===== config.mk =====
export PLATFORM = sky130hd
export DESIGN_NAME = f_stage
export DESIGN_NICKNAME = d
export VERILOG_FILES = /design/src/rtl/cpu_pkg.sv /design/src/rtl/npc_sel.sv /design/src/rtl/f_stage.sv
export SDC_FILE = /design/constraint.sdc
export NUM_CORES = 1
export LEC_CHECK = 0
export CAP_MARGIN = 20
export CORE_MARGIN = 4
export CORE_UTILIZATION = 30
export DETAILED_ROUTE_END_ITERATION = 8
export HOLD_SLACK_MARGIN = 0.08
export SETUP_SLACK_MARGIN = 0.4
export SYNTH_ARGS = -nofsm -noshare
export SYNTH_HDL_FRONTEND = slang
export SYNTH_HIERARCHICAL = 1
export SYNTH_SLANG_ARGS = --single-unit

===== constraint.sdc =====
create_clock -name clk -period 2.1 [get_ports clk]
set_clock_uncertainty 0.05 [all_clocks]
set_input_delay 0.42 -clock clk [delete_from_list [all_inputs] [get_ports clk]]
set_output_delay 0.42 -clock clk [all_outputs]
set_load 0.02 [all_outputs]

===== src/rtl/cpu_pkg.sv =====
// Shared fetch-side constants and the fetch FSM state type.
package cpu_pkg;

  localparam logic [31:0] RESET_PC = 32'h0000_3000;
  localparam logic [31:0] IM_BASE  = 32'h0000_3000;
  localparam logic [31:0] IM_LIMIT = 32'h0000_6FFC;
  localparam logic [31:0] NOP      = 32'h0000_0000;

  typedef enum logic {
    BOOT = 1'b0,
    RUN  = 1'b1
  } fsm_t;

endpackage


===== src/rtl/npc_sel.sv =====
// Next-PC priority mux for the fetch stage: halt, live redirect, pending redirect, sequential.
module npc_sel (
  input  logic        run,
  input  logic        halt,
  input  logic        d_redirect,
  input  logic [31:0] d_npc,
  input  logic        pend,
  input  logic [31:0] pend_npc,
  input  logic [31:0] pc,
  output logic [31:0] pc_nxt,
  output logic        pend_nxt,
  output logic [31:0] pend_npc_nxt
);

  // Everything holds unless running; halt parks a redirect in the one-deep slot.
  always_comb begin
    pc_nxt       = pc;
    pend_nxt     = pend;
    pend_npc_nxt = pend_npc;
    if (run) begin
      if (halt) begin
        if (d_redirect) begin
          pend_nxt     = 1'b1;
          pend_npc_nxt = d_npc;
        end
      end else if (d_redirect) begin
        pc_nxt   = d_npc;
        pend_nxt = 1'b0;
      end else if (pend) begin
        pc_nxt   = pend_npc;
        pend_nxt = 1'b0;
      end else begin
        pc_nxt = pc + 32'd4;
      end
    end
  end

endmodule


===== src/rtl/f_stage.sv =====
// Fetch stage: owns the PC, drives the instruction-memory address and presents
// the fetched instruction to the F/D register. Redirects raised under halt are
// held in a pending slot and applied once the stall clears.
module f_stage
  import cpu_pkg::*;
#(
  parameter logic [31:0] RESET_PC = cpu_pkg::RESET_PC,
  parameter logic [31:0] IM_BASE  = cpu_pkg::IM_BASE,
  parameter logic [31:0] IM_LIMIT = cpu_pkg::IM_LIMIT
) (
  input  logic        clk,
  input  logic        reset,
  input  logic        halt,
  input  logic        d_redirect,
  input  logic [31:0] d_npc,
  output logic [31:0] i_inst_addr,
  input  logic [31:0] i_inst_rdata,
  output logic [31:0] f_pc,
  output logic [31:0] f_instr,
  output logic        f_new_instr,
  output logic        f_addr_err
);

  fsm_t        state_q;
  fsm_t        state_d;
  logic [31:0] pc;
  logic        pend;
  logic [31:0] pend_npc;
  logic [31:0] pc_nxt;
  logic        pend_nxt;
  logic [31:0] pend_npc_nxt;
  logic        run;
  logic        fetch_ok;

  function automatic logic addr_bad(input logic [31:0] a);
    return (a[1:0] != 2'b00) || (a < IM_BASE) || (a > IM_LIMIT);
  endfunction

  assign run = (state_q == RUN);

  npc_sel u_npc_sel (
    .run          (run),
    .halt         (halt),
    .d_redirect   (d_redirect),
    .d_npc        (d_npc),
    .pend         (pend),
    .pend_npc     (pend_npc),
    .pc           (pc),
    .pc_nxt       (pc_nxt),
    .pend_nxt     (pend_nxt),
    .pend_npc_nxt (pend_npc_nxt)
  );

  // FSM register: BOOT after reset, then RUN.
  always_ff @(posedge clk) begin
    if (reset) state_q <= BOOT;
    else       state_q <= state_d;
  end

  // BOOT lasts exactly one cycle regardless of halt; RUN is terminal.
  always_comb begin
    state_d = state_q;
    if (state_q == BOOT) state_d = RUN;
  end

  // PC and pending-redirect slot; reset discards any parked redirect.
  always_ff @(posedge clk) begin
    if (reset) begin
      pc       <= RESET_PC;
      pend     <= 1'b0;
      pend_npc <= 32'h0;
    end else begin
      pc       <= pc_nxt;
      pend     <= pend_nxt;
      pend_npc <= pend_npc_nxt;
    end
  end

  // Zero-latency fetch: outputs are combinational in pc and the memory read data.
  always_comb begin
    f_addr_err  = addr_bad(pc);
    fetch_ok    = run && !f_addr_err;
    i_inst_addr = pc;
    f_pc        = pc;
    f_new_instr = fetch_ok;
    f_instr     = fetch_ok ? i_inst_rdata : NOP;
  end

endmodule


==> key figures <==
Run status
  • Status: finished, violations left
  • Failing checks: setup timing

Logic synthesis
  • Syn nets: 657
  • Count of different cell masters after synthesis: 65
  • Register bit total from synthesis: 66
  • Cell Area, Synth: 4670 um2
  • Post-synthesis cell count: 588
  • Syn Area/Cell: 7.95 um2
  • Top post-synthesis cells by area: dfxtp_1 28%, nor2b_1 8.6%, mux2_2 7.5%
  • Number of synthesized flops with an enable pin: 0
  • Sequential area share after synthesis: 28.3%
  • Yosys top cell area share: 28.3%
  • Synth warn: 6
  • Cell taking the most area after synthesis: dfxtp_1
  • Async S/R FF share, synth: 0%
  • Dominant synthesized flop cell: dfxtp_1

Hold path
  • Worst hold path type: primary input to flip-flop
  • WHS Path Cells: 2

Floorplan
  • Die X: 133 um
  • Row count: 45
  • Die area: 17600 um2
  • Initial Util: 30.6%
  • Chip height: 133 um
  • Core box area: 15300 um2
  • # IOs: 166

Global routing
  • Vias in the first global route: 4933
  • GR Util All Layers: 18.3%
  • First-pass GRT wire length: 26.2 mm
  • Remaining global-route overflow: 0
  • Largest net degree at the start of global routing: 34
  • Antenna violations before repair: 0

STA
  • Final WS setup: -0.292 ns
  • Fin. max-slew vios: 0
  • Least-Margin Pin Slew: 0.555 ns
  • Fmax: 418 MHz
  • Final worst path period share: 114%
  • Min cycle time layout: 2.39 ns
  • Final setup violation count: 35
  • Hold Fails Final Rpt: 0
  • Slew margin rel.: 63.0%
  • RSZ-0062 raised after global routing: true
  • Hold slack final: 0.469 ns

Power and ir drop
  • Static leakage: 3.49 nW
  • Power Density: 528 nW/um2
  • Peak VDD IR: 0.355 mV
  • Design Power: 0.00432 W

Worst setup path
  • CP endpoint kind: output pin
  • Required @ worst endpoint: 1.63 ns
  • Critical path class: flip-flop to output pin
  • Crit path launch type: flip-flop
  • R2r startpoint: f_pc[14]
  • Worst r2r path cells: 10
  • Reg2reg end: f_pc[27]
  • WP data arrival: 1.92 ns
  • Worst-path maximum fanout: 6
  • Worst setup startpoint: f_pc[19]
  • CP Capture Point: f_instr[21]
  • Slack of the worst reg-to-reg path: -0.02 ns

Placed design
  • Post-place setup slack: -0.308 ns
  • Input/output buffers: 165
  • DP Area: 7110 um2
  • Final HPWL DP: 12.3 mm
  • Gpl congestion: 0.870

Flow run
  • Max-cap viol count: 0

Routing
  • DRT Pass-1 Iters: 5
  • Post-route ant nets: 0
  • Metal3 WL: 1.37 mm
  • Via count: 5147
  • Iteration-0 DRC Markers: 348
  • WL per Instance: 16.9 um
  • Routed WL: 17.1 mm
  • Drt drc: 0
  • Routed met2 length: 8.20 mm
  • Top Layer Used: met4
  • Via/cell ratio: 5.08
  • Met1 wire length: 7.27 mm

Layout
  • Layout cell share with drive strength beyond 1: 40.8%
  • FILL cells: 1382
  • Most common cell after layout, fill and taps aside: nand2_1
  • Synthesis-to-layout area growth: 75.2%
  • Fin area: 8190 um2
  • # diodes: 0
  • Fin util: 53.7%
  • Nets: 867
  • Most frequent cells in the layout: 75 x nand2_1, 70 x buf_6, 67 x buf_4

Clocking
  • Root buf cell: clkbuf_16
  • TritonCTS clock tree: yes
  • Clk sink count: 66
  • Clock slew at reported path FFs: 0.05 ns
  • Clock Tree Buf Depth: 2
  • H-tree Lvls: 3
  • Number of CTS-inserted buffers: 9
  • Clk_lat worst skew: 0.33 ns
  • Hold-fix buffers, CTS: 0
## cells in the mapped netlist (all sizes together) (5+ instances only)
| master | n |
|---|---|
| mux2 | 31 |
| buf | 48 |
| o21ai | 36 |
| o22ai | 5 |
| clkbuf | 32 |
| nand2 | 78 |
| mux2i | 5 |
| nor2b | 64 |
| nor3 | 39 |
| inv | 10 |
| a211oi | 5 |
| nand4 | 12 |
| a31oi | 8 |
| a21oi | 29 |
| dfxtp | 66 |
| xor2 | 6 |
| nand3 | 16 |
| a22oi | 5 |
| nor4 | 10 |
| nor2 | 16 |
| and3 | 5 |
| o211ai | 8 |
## cells by family after synthesis
group                    share of synthesized area [%]
adder cells (fa/ha/maj)                          0.268
buffers and inverters                             10.8
multiplexers                                      8.54
flip-flops                                        28.3
AO/OA/AOI/OAI                                     18.0
XOR/XNOR                                          1.69
AND/OR/NAND/NOR                                   32.5
## metrics by stage
stage	std cells	setup TNS, ns
floorplan	588	-0.0101
global placement	962	-12.02
detailed placement	962	-12.31
CTS	1001	-8.83
global route	1014	-10.46
finish	1014	-7.59
## sequential cells by signal (all words and copies together), names as in the netlist
signal,cells
run,1
pend,1
f_pc,32
pend_npc,32
## power breakdown
part	switching [W]	internal (W)
Combinational	0.000783	0.000753
Clock	0.000553	0.000893
Sequential	0.0000405	0.00130
Total	0.00138	0.00295
## metal layers
| metal | vias to the layer above | track usage [%] |
|---|---|---|
| met4 | 0 | 5.95 |
| met5 | - | 0 |
| met2 | 247 | 31.3 |
| met3 | 25 | 4.41 |
| li1 | 2472 | - |
| met1 | 2403 | 22.7 |
## final cells by class
class / count / area (um2) / share of cell area [%]
clock buffer: 14 / 274 / 3.35
clock inverter: 2 / 10.0 / 0.122
inverter: 11 / 41.3 / 0.504
multi-input combinational: 431 / 3460 / 42.2
sequential: 66 / 1370 / 16.7
tap: 211 / 264 / 3.22
timing repair buffer: 279 / 2780 / 33.9
## how the worst min path moves through the flow
stage	endpoint	startpoint	slack, ns
global placement	pend_npc[25]	pend_npc[25]	0.50
finish	run	reset	0.47
global route	run	reset	0.48
floorplan	pend_npc[25]	pend_npc[25]	0.48
CTS	run	reset	0.44
detailed placement	pend_npc[25]	pend_npc[25]	0.52
## worst max-delay path: stages (launching register included)
cell and delay (ns):
dfxtp_2 0.33, nor4_2 0.39, nand4_4 0.22, buf_12 0.21
buf_16 0.14, nor3_4 0.16, buf_6 0.13
## timing repair
action | CTS | global route
buffers inserted | 20 | 13
pin swaps | 39 | 43
endpoints found under the setup margin | 159 | 73
gates cloned | 3 | 0
gates resized for setup | 325 | 106
Note: power is estimated with default switching activity, not from simulation.
